--- config.mk ---
export PLATFORM = sky130hd
export DESIGN_NAME = sram_port_ctrl
export DESIGN_NICKNAME = d
export VERILOG_FILES = /design/src/rtl/sram_port_ctrl_pkg.sv /design/src/rtl/sram_port_ctrl_resp_fifo.sv /design/src/rtl/sram_port_ctrl.sv
export SDC_FILE = /design/constraint.sdc
export NUM_CORES = 1
export LEC_CHECK = 0
export ABC_CLOCK_PERIOD_IN_PS = 1900
export CAP_MARGIN = 20
export CORE_MARGIN = 3
export CORE_UTILIZATION = 47
export CTS_CLUSTER_DIAMETER = 30
export DETAILED_ROUTE_END_ITERATION = 10
export PLACE_DENSITY_LB_ADDON = 0.15
export SYNTH_ARGS = -nofsm -noshare
export SYNTH_HDL_FRONTEND = slang
export SYNTH_HIERARCHICAL = 1
export SYNTH_SLANG_ARGS = --single-unit
--- constraint.sdc ---
create_clock -name clock -period 1.9 [get_ports clock]
set_input_delay 0.19 -clock clock [delete_from_list [all_inputs] [get_ports clock]]
set_output_delay 0.19 -clock clock [all_outputs]
set_load 0.03 [all_outputs]
--- src/rtl/sram_port_ctrl_pkg.sv ---
`default_nettype none
// ============================================================================
// Module      : sram_port_ctrl_pkg
// Description : Shared widths, response-buffer geometry and controller state
//               encoding for the SRAM port controller and its response FIFO.
// Revision    : 1.0 - initial release
// ============================================================================
package sram_port_ctrl_pkg;

    // Default geometry: 256 words of 24 bits, two 12-bit write segments.
    localparam int ADDR_W     = 8;
    localparam int DATA_W     = 24;
    localparam int MASK_W     = 2;

    // Response buffering: four entries, 2-bit wrapping pointers, occupancy 0..4.
    localparam int RESP_DEPTH = 4;
    localparam int RESP_PTR_W = 2;
    localparam int RESP_OCC_W = 3;

    // Credit limit expressed at the width of the credit sum.
    localparam logic [RESP_OCC_W:0] RESP_CREDITS = (RESP_OCC_W + 1)'(RESP_DEPTH);

    typedef enum logic [0:0] {
        INIT = 1'b0,
        RUN  = 1'b1
    } state_t;

    // Reads already committed to the response path: buffered entries plus the
    // read whose data is on its way back from the SRAM this cycle.
    function automatic logic [RESP_OCC_W:0] credits_used(
        input logic [RESP_OCC_W-1:0] occ,
        input logic                  inflight
    );
        return {1'b0, occ} + {{RESP_OCC_W{1'b0}}, inflight};
    endfunction

endpackage
`default_nettype wire

--- src/rtl/sram_port_ctrl_resp_fifo.sv ---
`default_nettype none
// ============================================================================
// Module      : sram_port_ctrl_resp_fifo
// Description : Four-entry response FIFO for read data returning from the
//               SRAM. Push and pop may occur in the same cycle. The producer
//               guarantees no push when full; the consumer pops only when
//               not empty.
// Ports       : clock, reset (async, active-high)
//               push/push_data - write one entry
//               pop/pop_data   - head entry, removed when pop is high
//               occ            - number of stored entries (0..4)
//               empty          - occ == 0
// Revision    : 1.0 - initial release
// ============================================================================
module sram_port_ctrl_resp_fifo #(
    parameter int WIDTH = 24
) (
    input  logic                                   clock,
    input  logic                                   reset,
    input  logic                                   push,
    input  logic [WIDTH-1:0]                       push_data,
    input  logic                                   pop,
    output logic [WIDTH-1:0]                       pop_data,
    output logic [sram_port_ctrl_pkg::RESP_OCC_W-1:0] occ,
    output logic                                   empty
);
    import sram_port_ctrl_pkg::*;

    localparam logic [RESP_PTR_W-1:0] c_ptr_step = RESP_PTR_W'(1);
    localparam logic [RESP_OCC_W-1:0] c_occ_step = RESP_OCC_W'(1);

    logic [WIDTH-1:0]      r_mem [RESP_DEPTH];
    logic [RESP_PTR_W-1:0] r_wr_ptr;
    logic [RESP_PTR_W-1:0] r_rd_ptr;
    logic [RESP_OCC_W-1:0] r_occ;

    // Storage carries no reset: an entry is only observed after being pushed.
    always_ff @(posedge clock) begin
        if (push) begin
            r_mem[r_wr_ptr] <= push_data;
        end
    end

    always_ff @(posedge clock or posedge reset) begin
        if (reset) begin
            r_wr_ptr <= '0;
            r_rd_ptr <= '0;
            r_occ    <= '0;
        end else begin
            if (push) begin
                r_wr_ptr <= r_wr_ptr + c_ptr_step;
            end
            if (pop) begin
                r_rd_ptr <= r_rd_ptr + c_ptr_step;
            end
            // Simultaneous push and pop leaves the occupancy unchanged.
            case ({push, pop})
                2'b10:   r_occ <= r_occ + c_occ_step;
                2'b01:   r_occ <= r_occ - c_occ_step;
                default: r_occ <= r_occ;
            endcase
        end
    end

    assign pop_data = r_mem[r_rd_ptr];
    assign occ      = r_occ;
    assign empty    = (r_occ == '0);

endmodule
`default_nettype wire

--- src/rtl/sram_port_ctrl.sv ---
`default_nettype none
// ============================================================================
// Module      : sram_port_ctrl
// Description : Initiator for a single-port, 1-cycle read latency SRAM with
//               segment write masks. Accepted requests are driven straight
//               onto the SRAM pins in the same cycle; read data is captured
//               into a 4-entry response FIFO one cycle after issue and
//               returned in order. Requests are throttled by a credit rule
//               (buffered + in-flight reads < 4) so the FIFO never overflows.
// Config      : SRAM_PORT_CTRL_INIT_EN - when defined, the controller starts
//               in INIT and zeroes every word (one per cycle) before
//               accepting requests. When undefined it starts in RUN.
// Ports       : clock, reset (async, active-high)
//               req_valid/req_ready, req_write, req_addr, req_wmask,
//               req_wdata                       - request channel
//               resp_valid/resp_ready, resp_rdata - read response channel
//               sram_en, sram_wmode, sram_addr, sram_wmask, sram_wdata,
//               sram_rdata                      - SRAM macro interface
//               init_done                       - requests may be accepted
// Revision    : 1.0 - initial release
// ============================================================================
module sram_port_ctrl #(
    parameter int ADDR_W = sram_port_ctrl_pkg::ADDR_W,
    parameter int DATA_W = sram_port_ctrl_pkg::DATA_W,
    parameter int MASK_W = sram_port_ctrl_pkg::MASK_W
) (
    input  logic              clock,
    input  logic              reset,
    // request channel
    input  logic              req_valid,
    output logic              req_ready,
    input  logic              req_write,
    input  logic [ADDR_W-1:0] req_addr,
    input  logic [MASK_W-1:0] req_wmask,
    input  logic [DATA_W-1:0] req_wdata,
    // response channel
    output logic              resp_valid,
    input  logic              resp_ready,
    output logic [DATA_W-1:0] resp_rdata,
    // SRAM interface
    output logic              sram_en,
    output logic              sram_wmode,
    output logic [ADDR_W-1:0] sram_addr,
    output logic [MASK_W-1:0] sram_wmask,
    output logic [DATA_W-1:0] sram_wdata,
    input  logic [DATA_W-1:0] sram_rdata,
    // status
    output logic              init_done
);
    import sram_port_ctrl_pkg::*;

    state_t                w_state;
    logic                  w_init_wr;
    logic [ADDR_W-1:0]     w_init_addr;
    logic                  w_accept;
    logic                  w_rd_accept;
    logic                  r_inflight;
    logic [RESP_OCC_W-1:0] w_occ;
    logic                  w_empty;
    logic                  w_pop;

`ifdef SRAM_PORT_CTRL_INIT_EN
    localparam logic [ADDR_W-1:0] c_last_addr = '1;
    localparam logic [ADDR_W-1:0] c_cnt_step  = ADDR_W'(1);

    state_t            r_state;
    state_t            w_state_nxt;
    logic [ADDR_W-1:0] r_init_cnt;
    logic [ADDR_W-1:0] w_init_cnt_nxt;

    always_ff @(posedge clock or posedge reset) begin
        if (reset) begin
            r_state    <= INIT;
            r_init_cnt <= '0;
        end else begin
            r_state    <= w_state_nxt;
            r_init_cnt <= w_init_cnt_nxt;
        end
    end

    always_comb begin
        w_state_nxt    = r_state;
        w_init_cnt_nxt = r_init_cnt;
        w_init_wr      = 1'b0;
        case (r_state)
            INIT: begin
                // The state register already holds INIT while reset is high;
                // keep the SRAM idle until reset is released.
                w_init_wr      = !reset;
                w_init_cnt_nxt = r_init_cnt + c_cnt_step;
                if (r_init_cnt == c_last_addr) begin
                    w_state_nxt = RUN;
                end
            end
            default: begin
                w_state_nxt = RUN;
            end
        endcase
    end

    assign w_state     = r_state;
    assign w_init_addr = r_init_cnt;
`else
    assign w_state     = RUN;
    assign w_init_wr   = 1'b0;
    assign w_init_addr = '0;
`endif

    // Ready depends only on state and committed reads, never on the request.
    assign req_ready   = (w_state == RUN) && (credits_used(w_occ, r_inflight) < RESP_CREDITS);
    assign w_accept    = req_valid && req_ready;
    assign w_rd_accept = w_accept && !req_write;
    assign init_done   = (w_state == RUN);

    // SRAM pins: initialisation writes take priority (no request can be
    // accepted in INIT), otherwise the request payload passes straight through.
    always_comb begin
        sram_en = w_init_wr || w_accept;
        if (w_init_wr) begin
            sram_wmode = 1'b1;
            sram_addr  = w_init_addr;
            sram_wmask = '1;
            sram_wdata = '0;
        end else begin
            sram_wmode = req_write;
            sram_addr  = req_addr;
            sram_wmask = req_wmask;
            sram_wdata = req_wdata;
        end
    end

    // Marks the cycle in which the SRAM presents data for last cycle's read.
    always_ff @(posedge clock or posedge reset) begin
        if (reset) begin
            r_inflight <= 1'b0;
        end else begin
            r_inflight <= w_rd_accept;
        end
    end

    assign resp_valid = !w_empty;
    assign w_pop      = resp_valid && resp_ready;

    sram_port_ctrl_resp_fifo #(
        .WIDTH     (DATA_W)
    ) u_resp_fifo (
        .clock     (clock),
        .reset     (reset),
        .push      (r_inflight),
        .push_data (sram_rdata),
        .pop       (w_pop),
        .pop_data  (resp_rdata),
        .occ       (w_occ),
        .empty     (w_empty)
    );

endmodule
`default_nettype wire

* Yosys cells after proc, flatten, opt, wreduce, memory -nomap -nowiden
Memories as Yosys holds them, arrays and structs flattened. Cells that the tools add are included. W data, S select, Z words.
Storage, ports and cells: bits in registers 8, bits in writable memories 96, input port bits 63, output and inout bits 63, word-level logic and storage cells 23, memories kept 1
Memories:
- u_resp_fifo.r_mem | words 4, width 24, read ports 1, clocked after Yosys merged registers in 0, wr ports 1, line sram_port_ctrl_resp_fifo.sv:32 | logic [WIDTH-1:0] r_mem [RESP_DEPTH];
Operators by class: add/sub/neg operators 5, $lt $le $gt $ge 1, eq/ne operators 2, mux-type cells 3, reduce and logical (&&, ||, !) cells 7
Operator list (number):
- $pmux W3 S2 | 1
- $add A2 B1 Y2 const B | 2
- $add A3 B1 Y4 | 1
- $lt A4 B3 Y1 const B | 1
- $add A3 B1 Y3 const B | 1
- $logic_and A1 B1 Y1 | 3
- $logic_not A3 Y1 | 1
- $sub A3 B1 Y3 const B | 1
- $eq A2 B1 Y1 const B | 1
- $eq A2 B2 Y1 const B | 1
- $logic_not A1 Y1 | 2
- $mux W1 | 2
- $reduce_bool A2 Y1 | 1

* Depth between registers and ports, before layout
Gate-level depths: netlist (run 1).
depth in word-level cells 5, depth in mapped cells 8, mapped depth without buffers 8

* Cells and area by module
The synthesis (run 1) kept the hierarchy.
Modules (own cells, without submodules):
- sram_port_ctrl_resp_fifo | instances 1, cells each 162, area each 3905.0 um^2, seq. area each 3057.9 um^2
- sram_port_ctrl | instances 1, cells each 45, area each 350.3 um^2, seq. area each 25.0 um^2

* Worst setup path before layout (run 1)
No wires, ideal clock.
kind flip-flop to flip-flop, start register u_resp_fifo.r_occ[2], in the netlist u_resp_fifo/occ[2], end register u_resp_fifo.r_occ[2], in the netlist u_resp_fifo/occ[2], setup time 0.079 ns, arrival 1.670 ns, required time 1.821 ns, path slack 0.151 ns, cell stages (with the launch flop) 9, buffers on the path 0, clock period less this slack 1.749 ns, cell sequence dfrtp_1 > nor3_1 > nor2b_1 > ha_1 > inv_1 > fa_1 > xor2_1 > nor2_1 > xor2_1
On the way: longest elaborated chain between the ends 5, elaborated cells between the ends (all ways) 9, classes of those cells 2 x add/sub; 2 x eq/ne; 1 x mux; 4 x reduce/logical
Ends and longest elaborated chain:
- start: declaration | line sram_port_ctrl_resp_fifo.sv:35 | logic [RESP_OCC_W-1:0] r_occ;
- start signal: assignment | line sram_port_ctrl_resp_fifo.sv:58 | 2'b10: r_occ <= r_occ + c_occ_step;
- start signal: assignment | line sram_port_ctrl_resp_fifo.sv:59 | 2'b01: r_occ <= r_occ - c_occ_step;
- start signal: assignment | line sram_port_ctrl_resp_fifo.sv:60 | default: r_occ <= r_occ;
- $logic_not A3 Y1 (*) | line sram_port_ctrl_resp_fifo.sv:67 | assign empty = (r_occ == '0);
- named net w_empty | line sram_port_ctrl.sv:59 | logic w_empty;
- $logic_not A1 Y1 (*) | line sram_port_ctrl.sv:141 | assign resp_valid = !w_empty;
- $logic_and A1 B1 Y1 (*) | line sram_port_ctrl.sv:142 | assign w_pop = resp_valid && resp_ready;
- named net w_pop | line sram_port_ctrl.sv:60 | logic w_pop;
- $eq A2 B1 Y1 / $eq A2 B2 Y1 (equally long branches) | line sram_port_ctrl_resp_fifo.sv:57 | case ({push, pop})
- $pmux W3 S2 / $reduce_bool A2 Y1 (equally long branches)
Mark *: on every way through the listed nets, which the timed path passes. The rest lies on a longest branch. A chain may end at the register's enable or synchronous reset.

* Worst setup path after layout (run 1)
start register u_resp_fifo.r_rd_ptr[0], end output resp_rdata[20]
On the way: longest elaborated chain between the ends 1
Ends and longest elaborated chain:
- start: declaration | line sram_port_ctrl_resp_fifo.sv:34 | logic [RESP_PTR_W-1:0] r_rd_ptr;
- start signal: assignment | line sram_port_ctrl_resp_fifo.sv:54 | r_rd_ptr <= r_rd_ptr + c_ptr_step;
- $mem_v2 Z4 W24
- end: declaration | line sram_port_ctrl.sv:39 | output logic [DATA_W-1:0] resp_rdata,
Every way passes these cells.

==> results.cfg, run 1 <==
[outcome]
status = finished, final reports clean

[power_and_ir_drop]
seqPwrFrac_pct = 40.0
p_sw_uw = 2270
pwr-share-comb_pct = 39.5
clkPwrFrac_pct = 20.5
switching_share_pct = 31.4
p_per_area_nw_per_um2 = 1420
p_leak_uw = 0.00177
vdd_ir_drop_max_mv = 0.712
internal_power_uw = 4940
fin_total_pwr_uw = 7210

[floorplan]
floorplan.initialDensity_pct = 48.6
die_h_um = 101
die-area_um2 = 10200
die_x_um = 101
num_rows = 34
io_pins = 126
core_area_um2 = 8760

[yosys]
yosysWarnings = 6
ys_ff_latch = 104
syn_inst = 207
syn_area_per_cell_um2 = 20.6
yosysSeqAreaShare_pct = 72.4
synth_cell_type_count = 24
synth_nets = 276
syn_area_um2 = 4260

[sta]
fmax_mhz = 532
setup_viol = 0
fin_skew_ns = 0.0101
tns_ns = 0
final_hold_viol_count = 0
rsz0062_at_grt = yes
layout_worst_path_cycle_share_pct = 99.0
drv_slew = 0
layout_min_cycle_time_ns = 1.88
worst_slack_ns = 0.0197

[cells_and_area]
layout_commonest_cell = edfxtp_1
mostFrequentLayoutCells = 96 x edfxtp_1, 29 x clkdlybuf4s50_1, 21 x buf_6
nFillCells = 669
final_layout_size_suffix_gt1_share_pct = 31.0
finish.instance_area_um2 = 5060
area_growth_pct = 19.0
final_nets = 319
final_core_util_pct = 57.8
diodes = 0

[global_route]
track_usage_pct = 14.8
grt_pass1_wl_mm = 11.1
grt_max_degree = 25
grt_pass1_vias = 2064
antenna_found_initial = 0
globalRoute.totalOverflow = 0

[worst_setup_path]
worst_ep_required_time_ns = 1.71
arrival_ns = 1.69
cp-end-kind = output pin
setup.worst_path.class = reg -> out
worst_setup_path_start_kind = register
crit_path_max_fanout = 8

[cts]
clock_latency_ns = 0.35
cts_tree = yes
path_clk_slew_ns = 0.08
htreeDepth = 3
ctsLongestPathBuffers = 2
cts_inserted_buffers = 9
root_buffer = clkbuf_8
cts.sink_count = 104

[hold_path]
hp-class = in -> out

[detailed_routing]
drcViolationCount = 0
routed_via_density = 5.26
ant_nets = 0
num_vias = 1910
drtPass1Iterations = 4
avgRoutedWirePerCell_um = 20.1
first_iter_violations = 55
wl_mm = 7.31

[place]
hpwlAfterDp_mm = 4.66
post_dp_cell_area_um2 = 4720
place_congestion = 0.740
port_buffers = 56
place_worst_setup_slack_ns = -0.0510

[run]
max_cap_viol_count = 0
layer usage:
| metal | GRT usage [%] | wire, µm |
|---|---|---|
| met5 | 0 | 0 |
| met4 | 8.49 | 274 |
| met3 | 4.27 | 645 |
| met2 | 23.3 | 3540 |
| met1 | 18.3 | 2840 |
metrics by stage:
step	hold WS, ns	cells
after CTS	0.380	363
after global placement	0.363	341
after detailed placement	0.361	341
final	0.380	363
after global routing	0.380	363
after floorplan	-0.0813	207
critical path, stage by stage (launching register included):
cell and delay [ns]:
dfrtp_2 0.45, buf_8 0.18, mux4_2 0.55, buf_12 0.16
power groups by stage:
stage                     clock network (µW)  logic [µW]  registers [µW]
after floorplan                            0        1960            2870
after global placement                     0        2590            2940
after detailed placement                   0        2610            2950
final                                   1480        2850            2880
after CTS                               1530        2810            2880
after global routing                    1620        3050            2910
cell families (layout without fill, tap and decap cells):
family,Yosys count,after routing,share of synthesized area (%)
buffers and inverters,51,99,8.70
AND/OR/NAND/NOR,13,13,2.00
AO/OA/AOI/OAI,1,1,0.117
flip-flops,104,104,72.4
multiplexers,25,25,13.5
adder cells (fa/ha/maj),6,6,1.94
other,1,1,0.0881
XOR/XNOR,6,6,1.23
sequential cells by signal, indices dropped and copies added, names as in the netlist:
signal	flops
u_resp_fifo/r_mem	96
u_resp_fifo/occ	3
u_resp_fifo/r_rd_ptr	2
u_resp_fifo/r_wr_ptr	2
r_inflight	1
cell type report:
type	count	area [µm²]	area share [%]
clock buffer	13	159	3.14
clock inverter	3	65.1	1.28
timing repair buffer	74	791	15.6
sequential	104	3090	60.9
tap	108	135	2.67
multi-input combinational	52	795	15.7
inverter	9	33.8	0.667
timing repair:
item                                    CTS  global route
endpoints found under the setup margin   27            22
hold buffers                              1             0
gates resized for setup                  50            23
setup buffers                             5             2
hold endpoints to repair                  1             0
Yosys cell counts:
cell      instances  area (µm²)
inv_1             9        33.8
nor2b_1           1        6.26
nand2_1           2        7.51
buf_12            2        40.0
xor2_1            4        35.0
and3_4            1        11.3
dfrtp_1           8         200
fa_1              1        20.0
o21ai_0           1        5.00
mux4_1            6         158
nor3b_1           1        7.51
and2_1            4        25.0
nor3_1            1        5.00
ha_1              5        62.6
mux4_2           18         405
buf_4            36         270
nor4b_2           1        15.0
buf_2             3        15.0
xnor2_1           2        17.5
edfxtp_1         96        2880
mux2i_1           1        10.0
buf_6             1        11.3
conb_1            1        3.75
nor2_1            2        7.51
worst paths after layout:
check,startpoint,to,slack (ns),cells after the start
setup reg to reg,u_resp_fifo/occ[0],u_resp_fifo/occ[2],0.13,8
hold / removal,req_wdata[5],sram_wdata[5],0.38,0
min in group asynchronous,reset,r_inflight,0.54,3
hold reg to reg,u_resp_fifo/occ[0],u_resp_fifo/occ[0],0.53,1
max in group asynchronous,reset,u_resp_fifo/r_rd_ptr[0],1.03,3
setup / recovery,u_resp_fifo/r_rd_ptr[0],resp_rdata[20],0.02,3
Note: power is estimated with default switching activity, not from simulation.
==> inputs of run 2 (changes only) <==
--- a/config.mk
+++ b/config.mk
@@ -7,10 +7,13 @@
 export LEC_CHECK = 0
 export ABC_CLOCK_PERIOD_IN_PS = 1900
 export CAP_MARGIN = 20
+export CELL_PAD_IN_SITES_DETAIL_PLACEMENT = 0
+export CELL_PAD_IN_SITES_GLOBAL_PLACEMENT = 1
 export CORE_MARGIN = 3
-export CORE_UTILIZATION = 47
+export CORE_UTILIZATION = 52
 export CTS_CLUSTER_DIAMETER = 30
 export DETAILED_ROUTE_END_ITERATION = 10
+export DONT_BUFFER_PORTS = 1
 export PLACE_DENSITY_LB_ADDON = 0.15
 export SYNTH_ARGS = -nofsm -noshare
 export SYNTH_HDL_FRONTEND = slang
==> results.cfg, run 2 (same netlist as run 1, synthesis figures left out) <==
[sta]
final_hold_viol_count = 0
max_slew_margin_pct = 62.8
layout_min_cycle_time_ns = 1.84
rsz0062_at_grt = yes
fin_skew_ns = 0.00388
drv_slew = 0
fmax_mhz = 544
layout_worst_path_cycle_share_pct = 96.7
worst_slack_ns = 0.0628
tightest_slew_ns = 0.556
whs_ns = 0.133
setup_viol = 0

[power_and_ir_drop]
fin_total_pwr_uw = 6380
p_leak_uw = 0.00158
vdd_ir_drop_max_mv = 0.809
p_per_area_nw_per_um2 = 1370

[cells_and_area]
mostFrequentLayoutCells = 96 x edfxtp_1, 27 x dlygate4sd3_1, 24 x mux4_2
area_growth_pct = 9.73
diodes = 0
nFillCells = 585
largest_reg_flops = 96
regMostFlops = u_resp_fifo/r_mem
final_layout_size_suffix_gt1_share_pct = 28.7
final_nets = 294
final_core_util_pct = 59.5
layout_commonest_cell = edfxtp_1

[global_route]
antenna_found_initial = 0
grt_max_degree = 19
grt_pass1_vias = 2021
track_usage_pct = 17.0
grt_pass1_wl_mm = 11.1
globalRoute.totalOverflow = 0

[place]
place_worst_setup_slack_ns = -0.0384
place_congestion = 0.668
hpwlAfterDp_mm = 5.02
port_buffers = 0

[cts]
cts.sink_count = 104
clock_latency_ns = 0.35
cts_inserted_buffers = 9
path_clk_slew_ns = 0.09
htreeDepth = 3
ctsLongestPathBuffers = 2
root_buffer = clkbuf_8
cts_tree = yes

[floorplan]
floorplan.initialDensity_pct = 54.2
num_rows = 32
die_x_um = 96.5
die-area_um2 = 9300
io_pins = 126
core_area_um2 = 7850
die_h_um = 96.5

[worst_setup_path]
crit_path_max_fanout = 13
slowest_stage = mux4_2
arrival_ns = 1.65
worst_setup_path_start_kind = register
crit_chain = buf_12 > mux4_2
critPathMaxStageDelay_ns = 0.64
worst_ep_required_time_ns = 1.71
cp-end-kind = output pin
setup.worst_path.class = reg -> out

[detailed_routing]
avgRoutedWirePerCell_um = 22.4
first_iter_violations = 81
drtPass1Iterations = 4
drcViolationCount = 0
routed_via_density = 5.59
num_vias = 1855
wl_mm = 7.44
ant_nets = 0

[hold_path]
hp-class = in -> async

[run]
max_cap_viol_count = 0

[outcome]
status = finished, final reports clean
## run 2: cell count changes in the layout (fill, tap and decap cells not counted), moves of 3 or more
cell / previous run / this run
dlygate4sd3_1: 1 / 27
inv_6: 0 / 3
mux4_1: 4 / 0
clkdlybuf4s50_1: 29 / 0
mux4_2: 20 / 24
buf_6: 21 / 3
buf_4: 9 / 18
buf_12: 6 / 1
## run 2: final cells by class
cell class	instances	area (µm²)	area share (%)
clock buffer	9	124	2.65
inverter	9	33.8	0.723
clock inverter	7	53.8	1.15
sequential	104	3080	66.1
multi-input combinational	52	787	16.9
tap	102	128	2.73
timing repair buffer	49	459	9.83
## run 2: per-layer routing
layer | track usage (%) | vias up | routed length [µm]
met5 | 0 | - | 0
met4 | 13.3 | 0 | 510
met3 | 4.34 | 54 | 566
met2 | 28.0 | 60 | 3730
met1 | 18.6 | 952 | 2640
li1 | - | 789 | -
## run 2: where the power goes
part	total [µW]	switching, µW	internal (µW)
clock network	1210	721	488
logic	2310	1400	913
registers	2860	124	2740
total	6380	2240	4140
## run 2: path summary, 6_finish.rpt
check	from	endpoint	slack, ns	depth (start not counted)
hold reg to reg	u_resp_fifo/r_wr_ptr[0]	u_resp_fifo/r_wr_ptr[0]	0.55	1
setup reg to reg	u_resp_fifo/occ[0]	u_resp_fifo/occ[2]	0.08	8
max in group asynchronous	reset	u_resp_fifo/r_rd_ptr[0]	1.42	2
min in group clock	resp_ready	u_resp_fifo/r_rd_ptr[0]	0.33	4
hold / removal	reset	r_inflight	0.13	2
setup / recovery	u_resp_fifo/r_rd_ptr[0]	resp_rdata[19]	0.06	2
## run 2: what timing repair did
item	in CTS	in global routing
gates resized for setup	1	10
setup endpoints to repair	21	14
pin swaps	0	1
endpoints found under the hold margin	105	0
hold buffers	27	0
buffers inserted	4	2
## run 2: metrics by stage
| stage | std cells | area, µm² | TNS [ns] |
|---|---|---|---|
| CTS | 330 | 4650 | -0.00439 |
| floorplan | 207 | 4260 | 0 |
| global placement | 283 | 4180 | 0 |
| detailed placement | 283 | 4180 | -0.0384 |
| finish | 332 | 4670 | 0 |
| global route | 332 | 4670 | -0.0370 |
## run 2: worst max-delay path, delay by kind of cell, from the launching register on
kind     cells  cell delay [ns]
mux          1             0.64
flops        1             0.46
buf+inv      1             0.18
